**src/rtl/wavetable_record_ctrl_pkg.sv**
```systemverilog
// wavetable_record_ctrl_pkg: shared constants and FSM encoding for the wavetable recorder
package wavetable_record_ctrl_pkg;
  localparam int TABLE_LEN = 32;
  localparam int IDX_W = $clog2(TABLE_LEN);
  typedef enum logic [1:0] {ST_IDLE, ST_CAPTURE, ST_COMMIT, ST_DONE} state_t;
endpackage

```
**src/rtl/wavetable_record_ctrl_if.sv**
```systemverilog
// wavetable_record_ctrl_if: record button, mic and playback handshake bundle
interface wavetable_record_ctrl_if;
  import wavetable_record_ctrl_pkg::*;
  logic                 record;
  logic                 mic_in;
  logic                 table_ack;
  logic                 busy;
  logic                 sample_stb;
  logic [IDX_W-1:0]     bit_idx;
  logic [0:TABLE_LEN-1] wavetable_out;
  logic                 table_valid;
  logic                 aborted;
  modport master (
    output record, mic_in, table_ack,
    input  busy, sample_stb, bit_idx, wavetable_out, table_valid, aborted
  );
  modport slave (
    input  record, mic_in, table_ack,
    output busy, sample_stb, bit_idx, wavetable_out, table_valid, aborted
  );
endinterface

```
**src/rtl/wavetable_record_ctrl_sample_tick_gen.sv**
```systemverilog
// sample_tick_gen: free-running divider that pulses once every CLK_DIV enabled cycles
module sample_tick_gen #(
  parameter int CLK_DIV = 1000
) (
  input  logic i_clk,
  input  logic i_rst_n,
  input  logic i_en,
  output logic o_tick
);
  localparam logic [15:0] LAST = 16'(CLK_DIV - 1);
  logic [15:0] r_cnt;
  always_ff @(posedge i_clk or negedge i_rst_n) begin
    if (!i_rst_n) r_cnt <= '0;
    else r_cnt <= (!i_en || r_cnt == LAST) ? '0 : r_cnt + 16'd1;
  end
  assign o_tick = i_en && r_cnt == LAST;
endmodule

```
**src/rtl/wavetable_record_ctrl.sv**
```systemverilog
// wavetable_record_ctrl: records 32 mic samples into a shadow table and hands it to playback
module wavetable_record_ctrl
  import wavetable_record_ctrl_pkg::*;
#(
  parameter int CLK_DIV = 1000
) (
  input  logic                   i_clk,
  input  logic                   i_rst_n,
  wavetable_record_ctrl_if.slave bus
);
  localparam logic [IDX_W-1:0] LAST_IDX = IDX_W'(TABLE_LEN - 1);
  state_t               r_state, w_next;
  logic                 r_sync1, r_sync2, r_rec_d;
  logic [IDX_W-1:0]     r_bit_idx;
  logic [0:TABLE_LEN-1] r_shadow, r_table;
  logic                 r_valid, r_aborted;
  logic                 w_rec_s, w_rise, w_stb, w_commit, w_tick_en;
  assign w_rec_s   = r_sync2;
  assign w_rise    = w_rec_s && !r_rec_d;
  // divider only runs while a capture is live, so an abort cycle cannot strobe
  assign w_tick_en = r_state == ST_CAPTURE && w_rec_s;
  assign w_commit  = r_state == ST_COMMIT && (!r_valid || bus.table_ack);
  sample_tick_gen #(.CLK_DIV(CLK_DIV)) u_tick (
    .i_clk  (i_clk),
    .i_rst_n(i_rst_n),
    .i_en   (w_tick_en),
    .o_tick (w_stb)
  );
  always_ff @(posedge i_clk or negedge i_rst_n) begin
    if (!i_rst_n) r_state <= ST_IDLE;
    else r_state <= w_next;
  end
  always_comb begin
    w_next = r_state;
    case (r_state)
      ST_IDLE:    w_next = w_rise ? ST_CAPTURE : ST_IDLE;
      ST_CAPTURE: w_next = !w_rec_s ? ST_IDLE : (w_stb && r_bit_idx == LAST_IDX) ? ST_COMMIT : ST_CAPTURE;
      ST_COMMIT:  w_next = w_commit ? ST_DONE : ST_COMMIT;
      ST_DONE:    w_next = w_rec_s ? ST_DONE : ST_IDLE;
      default:    w_next = ST_IDLE;
    endcase
  end
  always_ff @(posedge i_clk or negedge i_rst_n) begin
    if (!i_rst_n) begin
      r_sync1   <= 1'b0;
      r_sync2   <= 1'b0;
      r_rec_d   <= 1'b0;
      r_bit_idx <= '0;
      r_shadow  <= '0;
      r_table   <= '0;
      r_valid   <= 1'b0;
      r_aborted <= 1'b0;
    end else begin
      r_sync1   <= bus.record;
      r_sync2   <= r_sync1;
      r_rec_d   <= r_sync2;
      r_aborted <= r_state == ST_CAPTURE && !w_rec_s;
      if (r_state == ST_IDLE && w_rise) begin
        r_bit_idx <= '0;
        r_shadow  <= '0;
      end else if (w_stb) begin
        r_shadow[r_bit_idx] <= bus.mic_in;
        r_bit_idx           <= r_bit_idx + 1'b1;
      end
      if (w_commit) begin
        r_table <= r_shadow;
        r_valid <= 1'b1;
      end else if (bus.table_ack) r_valid <= 1'b0;
    end
  end
  assign bus.busy          = r_state == ST_CAPTURE || r_state == ST_COMMIT;
  assign bus.sample_stb    = w_stb;
  assign bus.bit_idx       = r_bit_idx;
  assign bus.wavetable_out = r_table;
  assign bus.table_valid   = r_valid;
  assign bus.aborted       = r_aborted;
endmodule

```
**src/flat_wrapper.sv**
```systemverilog
// flat-port wrapper written by rule: the top's interface ports become plain ports
module wavetable_record_ctrl_flat import wavetable_record_ctrl_pkg::*;
#(
  parameter int CLK_DIV = 1000
)
  (i_clk, i_rst_n, bus_record, bus_mic_in, bus_table_ack, bus_busy, bus_sample_stb, bus_bit_idx, bus_wavetable_out, bus_table_valid, bus_aborted);
  wavetable_record_ctrl_if bus_i ();
  input  logic i_clk;
  input  logic i_rst_n;
  input wire logic [$bits(bus_i.record)-1:0] bus_record;
  input wire logic [$bits(bus_i.mic_in)-1:0] bus_mic_in;
  input wire logic [$bits(bus_i.table_ack)-1:0] bus_table_ack;
  output wire logic [$bits(bus_i.busy)-1:0] bus_busy;
  output wire logic [$bits(bus_i.sample_stb)-1:0] bus_sample_stb;
  output wire logic [$bits(bus_i.bit_idx)-1:0] bus_bit_idx;
  output wire logic [$bits(bus_i.wavetable_out)-1:0] bus_wavetable_out;
  output wire logic [$bits(bus_i.table_valid)-1:0] bus_table_valid;
  output wire logic [$bits(bus_i.aborted)-1:0] bus_aborted;
  assign bus_i.record = bus_record;
  assign bus_i.mic_in = bus_mic_in;
  assign bus_i.table_ack = bus_table_ack;
  assign bus_busy = bus_i.busy;
  assign bus_sample_stb = bus_i.sample_stb;
  assign bus_bit_idx = bus_i.bit_idx;
  assign bus_wavetable_out = bus_i.wavetable_out;
  assign bus_table_valid = bus_i.table_valid;
  assign bus_aborted = bus_i.aborted;
  wavetable_record_ctrl #(.CLK_DIV(CLK_DIV)) u_core (.i_clk(i_clk), .i_rst_n(i_rst_n), .bus(bus_i));
endmodule
```
**config.mk**
```make
export PLATFORM = sky130hd
export DESIGN_NAME = wavetable_record_ctrl_flat
export DESIGN_NICKNAME = d
export VERILOG_FILES = /design/src/rtl/wavetable_record_ctrl_pkg.sv /design/src/rtl/wavetable_record_ctrl_if.sv /design/src/rtl/wavetable_record_ctrl_sample_tick_gen.sv /design/src/rtl/wavetable_record_ctrl.sv /design/src/flat_wrapper.sv
export SDC_FILE = /design/constraint.sdc
export NUM_CORES = 1
export LEC_CHECK = 0
export ABC_AREA = 1
export BUFFER_PORTS_ARGS = -buffer_cell sky130_fd_sc_hd__buf_4
export CAP_MARGIN = 5
export CORE_MARGIN = 5
export CORE_UTILIZATION = 61
export DETAILED_ROUTE_END_ITERATION = 10
export GPL_TIMING_DRIVEN = 0
export PLACE_DENSITY = 0.93
export SYNTH_ARGS = -nofsm -noshare
export SYNTH_HDL_FRONTEND = slang
export SYNTH_SLANG_ARGS = --single-unit
```
**constraint.sdc**
```tcl
create_clock -name i_clk -period 2.9 [get_ports i_clk]
set_clock_uncertainty 0.15 [all_clocks]
set_input_delay 0.145 -clock i_clk [delete_from_list [all_inputs] [get_ports i_clk]]
set_output_delay 0.145 -clock i_clk [all_outputs]
set_load 0.03 [all_outputs]
```
; ---- After elaboration in Yosys (flattened, before gate mapping)
; Index checks and enable logic that the tools add are counted.
[totals]
output_inout_bits = 41
reg_bits = 92
ramBits = 0
mem_count = 0
rom_bits = 0
in_bits = 5
latch_bits = 0
wordCells = 54
[classes]
div = 0
n_lt_le_gt_ge = 2
n_reduce_logical = 18
n_mul = 0
shift = 0
n_addsub = 2
bitwise = 1
mux = 16
n_eq_ne = 5
[ops]
columns = operator, n
row1 = 2-to-1 mux 32 bit, 2
row2 = bitwise mux 32 bit, 1
row3 = "adder 16 x 1 -> 16 bit, second input constant", 1
row4 = "equality test 16 x 10 -> 1 bit, second input constant", 1
row5 = 2-to-1 mux 16 bit, 1
row6 = 2-to-1 mux 5 bit, 2
row7 = logical AND 1 bit, 8
row8 = one-hot mux 2 bit (4 select lines), 1
row9 = ">= comparator 6 bit, second input constant", 1
row10 = "< comparator 6 x 1 -> 1 bit, second input constant", 1
row11 = 2-to-1 mux 2 bit, 3
row12 = inverter 5 -> 6 bit, 1
row13 = "adder 5 x 1 -> 5 bit, second input constant", 1
row14 = demux 1 bit (select 5 bit), 1
row15 = "equality test 5 bit, second input constant", 1
row16 = 2-to-1 mux 1 bit, 5
row17 = "equality test 2 bit, second input constant", 2
row18 = zero test 1 bit, 4
row19 = nonzero test 2 bit, 2
row20 = logical OR 1 bit, 3
row21 = "equality test 2 x 1 -> 1 bit, second input constant", 1
row22 = zero test 2 bit, 1

; ---- Logic depth before layout (Yosys ltp)
[logic_depth]
ltp_word = 8
depth_mapped = 12
mapped_depth_nobuf = 11

; ---- Cells and area by module
; Synthesis repeated with hierarchy kept, for this count alone.
[unflattened]
hier_cells = 573
area_unflattened_um2 = 4493.1
[by_module_without_submodules]
columns = mod, cells_per_inst, area_each_um2, seq_area_each_um2, instances
row1 = wavetable_record_ctrl, 450, 3539.6, 1901.8, 1
row2 = sample_tick_gen, 123, 953.4, 400.4, 1

; ---- Worst setup path after synthesis
; OpenSTA, ideal clock, no wires.
[synth_path]
kind = reg-to-output
from = register u_core.r_state[1]
to = output bus_sample_stb
arrival_ns = 1.792
path_buffers = 0
path_stages_with_launch = 5
required_ns = 2.605
setup_slack_ns = 0.813
path_cell_list = dfrtp_1 inv_1 ha_1 nand2_1 nor4_1
[synth_via]
elab_chain_cells = 3
[synth_lines]
columns = element, line
row1 = start: declaration, wavetable_record_ctrl.sv:12  ; state_t r_state, w_next;
row2 = start signal: assignment, wavetable_record_ctrl.sv:31  ; else r_state <= w_next;
row3 = equality test 2 x 1 -> 1 bit, wavetable_record_ctrl.sv:21  ; assign w_tick_en = r_state == ST_CAPTURE && w_rec_s;
row4 = logical AND 1 bit, wavetable_record_ctrl.sv:21
row5 = logical AND 1 bit, wavetable_record_ctrl_sample_tick_gen.sv:16  ; assign o_tick = i_en && r_cnt == LAST;
row6 = end: declaration, flat_wrapper.sv:14  ; output wire logic [$bits(bus_i.sample_stb)-1:0] bus_sample_stb;
; No other way between the ends.

; ---- Worst setup path after layout
; Same ends and word-level chain as after synthesis.

==> flow_summary.json <==
{
  "outcome": "finished clean",
  "avgRoutedWirePerCell_um": 14.34,
  "cts.repair.resized": 0,
  "maxCapViolCount": 0,
  "setup_viol": 0,
  "die-area_um2": 9327,
  "period_share": 0.7477,
  "rsz0062_at_grt": "no",
  "cp_slowest_cell": "nor4_1",
  "netSwitchingPower_w": 0.0005108,
  "yosys.area_share.simple": 0.2633,
  "synthAdderAreaFrac": 0.02737,
  "cpPeakStageDelay_ns": 0.43,
  "synthCells": 529,
  "start_kind": "register",
  "synth_top_family_by_area": "simple AND/OR/NAND/NOR gates",
  "cts_buffers": 9,
  "nets": 603,
  "synth_top_area_share": 0.5036,
  "root_buffer": "clkbuf_8",
  "synth_area_leaders": "dfrtp_1 50%, nand2_1 13%, mux2_2 7.9%",
  "grt_max_degree": 93,
  "grt_pass1_wl_um": 16810,
  "synth_top_cell_by_area": "dfrtp_1",
  "synth-warning-count": 0,
  "clock-sinks": 92,
  "slew_headroom": 0.2568,
  "worstSkewPairLatency_ns": 0.36,
  "portBuffers": 45,
  "power_w": 0.002356,
  "initial_core_util": 0.6270,
  "drive_gt1_frac": 0.2040,
  "via_per_inst": 5.426,
  "hold_violations": 0,
  "synth-seq-cells": 92,
  "final_common_cell": "nand2_1",
  "p_int_w": 0.001845,
  "sw_frac_of_total": 0.2168,
  "globalRouteOverflowTotal": 0,
  "clk_path_buf_depth": 2,
  "synth-xor-area-share": 0.01149,
  "fillers": 547,
  "die_h_um": 96.58,
  "ir_worst_vdd_mv": 0.2658,
  "powerDensity_nw_per_um2": 444.7,
  "regArea_um2": 2302,
  "stdcell_count": 692,
  "drc_errors": 0,
  "pwr-share-clk": 0.417,
  "first_pass_iters": 6,
  "synth.cell_area_um2": 4572,
  "drtIter0Drc": 399,
  "io_pins": 46,
  "synth_compound_area_frac": 0.02573,
  "drv_slew": 0,
  "crit_type": "register to output port",
  "critPathBufInv": 2,
  "antenna_found_initial": 0,
  "core_um2": 7292,
  "path_cells": "inv_1 -> ha_1 -> nand2_1 -> nor4_1 -> buf_4",
  "seqPwrFrac": 0.547,
  "vias": 3755,
  "max_slew.worst_pin.slew_ns": 1.115,
  "place_hpwl_um": 6848,
  "die_w_um": 96.58,
  "p_leak_nw": 2.921,
  "arrival_ns": 1.87,
  "end_kind": "output port",
  "drtAntennaViolNets": 0,
  "max_freq_mhz": 461.2,
  "synthesis.nets": 544,
  "gp_congestion": 0.9715,
  "synth.distinct_cells": 31,
  "area_growth_pct": 15.87,
  "n_antenna_cell": 0,
  "postCtsSetupBuffers": 0,
  "cts_max_level": 3,
  "multiInputGateArea_um2": 1859,
  "grt_use_total": 0.2334,
  "row_count": 31,
  "tritoncts": "done",
  "placed_cells": 673,
  "cp.required_ns": 2.61,
  "seq_area_frac_synth": 0.5036,
  "power_frac_comb": 0.035,
  "finalWirelength_um": 9923,
  "clk_pin_slew_ns": 0.08,
  "fin_tns_setup_ns": 0,
  "cp_top_family": "simple AND/OR/NAND/NOR gates",
  "grt_pass1_vias": 3678,
  "worstHoldPathType": "primary input to register",
  "finalCriticalPeriod_ns": 2.168,
  "syn_area_per_cell_um2": 8.643,
  "cts_hold_buf": 3,
  "synth_mux_area_frac": 0.07882,
  "cp_max_fo": 5,
  "final_cell_mix": "154 x nand2_1, 92 x dfrtp_1, 60 x inv_1"
}
routing by layer:
metal	wire length, um	up-vias	GRT usage
met3	715	29	0.05345
met1	3964	1781	0.2889
met5	0	-	0
li1	-	1775	-
met4	235	0	0.08411
met2	5008	170	0.4006
final timing paths:
path | slack (ns) | cells after the start | to | start
max | 0.73 | 5 | bus_sample_stb | u_core.r_state[1]$_DFF_PN0_
min | 0.13 | 5 | u_core.r_shadow[3]$_DFFE_PN0P_ | bus_mic_in
max reg2reg | 0.78 | 9 | u_core.r_state[0]$_DFF_PN0_ | u_core.bus.bit_idx[0]$_DFFE_PN0P_
min reg2reg | 0.20 | 0 | u_core.r_sync2$_DFF_PN0_ | u_core.r_sync1$_DFF_PN0_
max in group asynchronous | 1.51 | 2 | u_core.u_tick.r_cnt[11]$_DFF_PN0_ | i_rst_n
min in group asynchronous | 0.39 | 2 | u_core.bus.wavetable_out[20]$_DFFE_PN0P_ | i_rst_n
tightest hold or removal path: cells and delay by family:
| family | cells | cell delay, ns |
|---|---|---|
| buffers and inverters | 2 | 0.13 |
| and+or+nand+nor | 3 | 0.33 |
synthesized netlist by cell type:
library cell    instances
nand2_1               154
dfrtp_1                92
inv_1                  60
nor2_1                 53
nand3_1                51
mux2_2                 32
nor3_1                 12
ha_1                   10
o21ai_0                10
a21oi_1                 7
buf_6                   7
xor2_1                  6
buf_2                   5
nand2_2                 3
nand4_1                 3
nor2_2                  3
a21oi_2                 2
buf_4                   2
clkbuf_1                2
clkbuf_8                2
inv_2                   2
nand3b_1                2
a22oi_1                 1
and2_1                  1
clkbuf_4                1
clkinv_1                1
dlymetal6s2s_1          1
nor2_8                  1
nor3b_1                 1
nor4_1                  1
o21bai_1                1
power groups by stage:
stage | clock network [W] | registers [W] | logic (W)
4_1_cts | 0.000996 | 0.00129 | 0.0000844
6_report | 0.000983 | 0.00129 | 0.0000829
2_1_floorplan | 0 | 0.00132 | 0.0000382
5_1_grt | 0.00105 | 0.00129 | 0.0000953
3_5_place_dp | 0 | 0.00131 | 0.0000808
3_3_place_gp | 0 | 0.00131 | 0.0000782
cell type report:
class / count / share of cell area
Buffer: 20 / 0.03283
Clock buffer: 11 / 0.02858
Clock inverter: 5 / 0.01559
Inverter: 63 / 0.04464
Multi-Input combinational cell: 354 / 0.3510
Sequential cell: 92 / 0.4346
Tap cell: 99 / 0.02338
Timing Repair Buffer: 48 / 0.06944
cells by family after synthesis:
logic type	Yosys count
flip-flops	92
AO/OA/AOI/OAI	21
XOR/XNOR	6
adder cells (fa/ha/maj)	10
AND/OR/NAND/NOR	285
buffers and inverters	83
multiplexers	32
flip-flops by register name, summed over array words and instances, names as in the netlist:
signal                    flops
u_core.bus.wavetable_out     32
u_core.r_shadow              32
u_core.u_tick.r_cnt          16
u_core.bus.bit_idx            5
u_core.r_state                2
u_core.bus.aborted            1
u_core.bus.table_valid        1
u_core.r_rec_d                1
u_core.r_sync1                1
u_core.r_sync2                1
through the flow:
step | worst slack (ns) | area, um^2 | hold WS (ns) | utilization
CTS | 0.7165 | 5298 | 0.1114 | 0.7265
detailed placement | 0.8606 | 5034 | 0.1079 | 0.6903
finish | 0.7316 | 5298 | 0.1333 | 0.7265
floorplan | 0.8126 | 4572 | -0.3006 | -
global route | 0.6090 | 5298 | 0.1370 | 0.7265
global placement | 0.9200 | 5034 | 0.1047 | 0.6903
No activity file was read; power rests on OpenSTA's default activity.
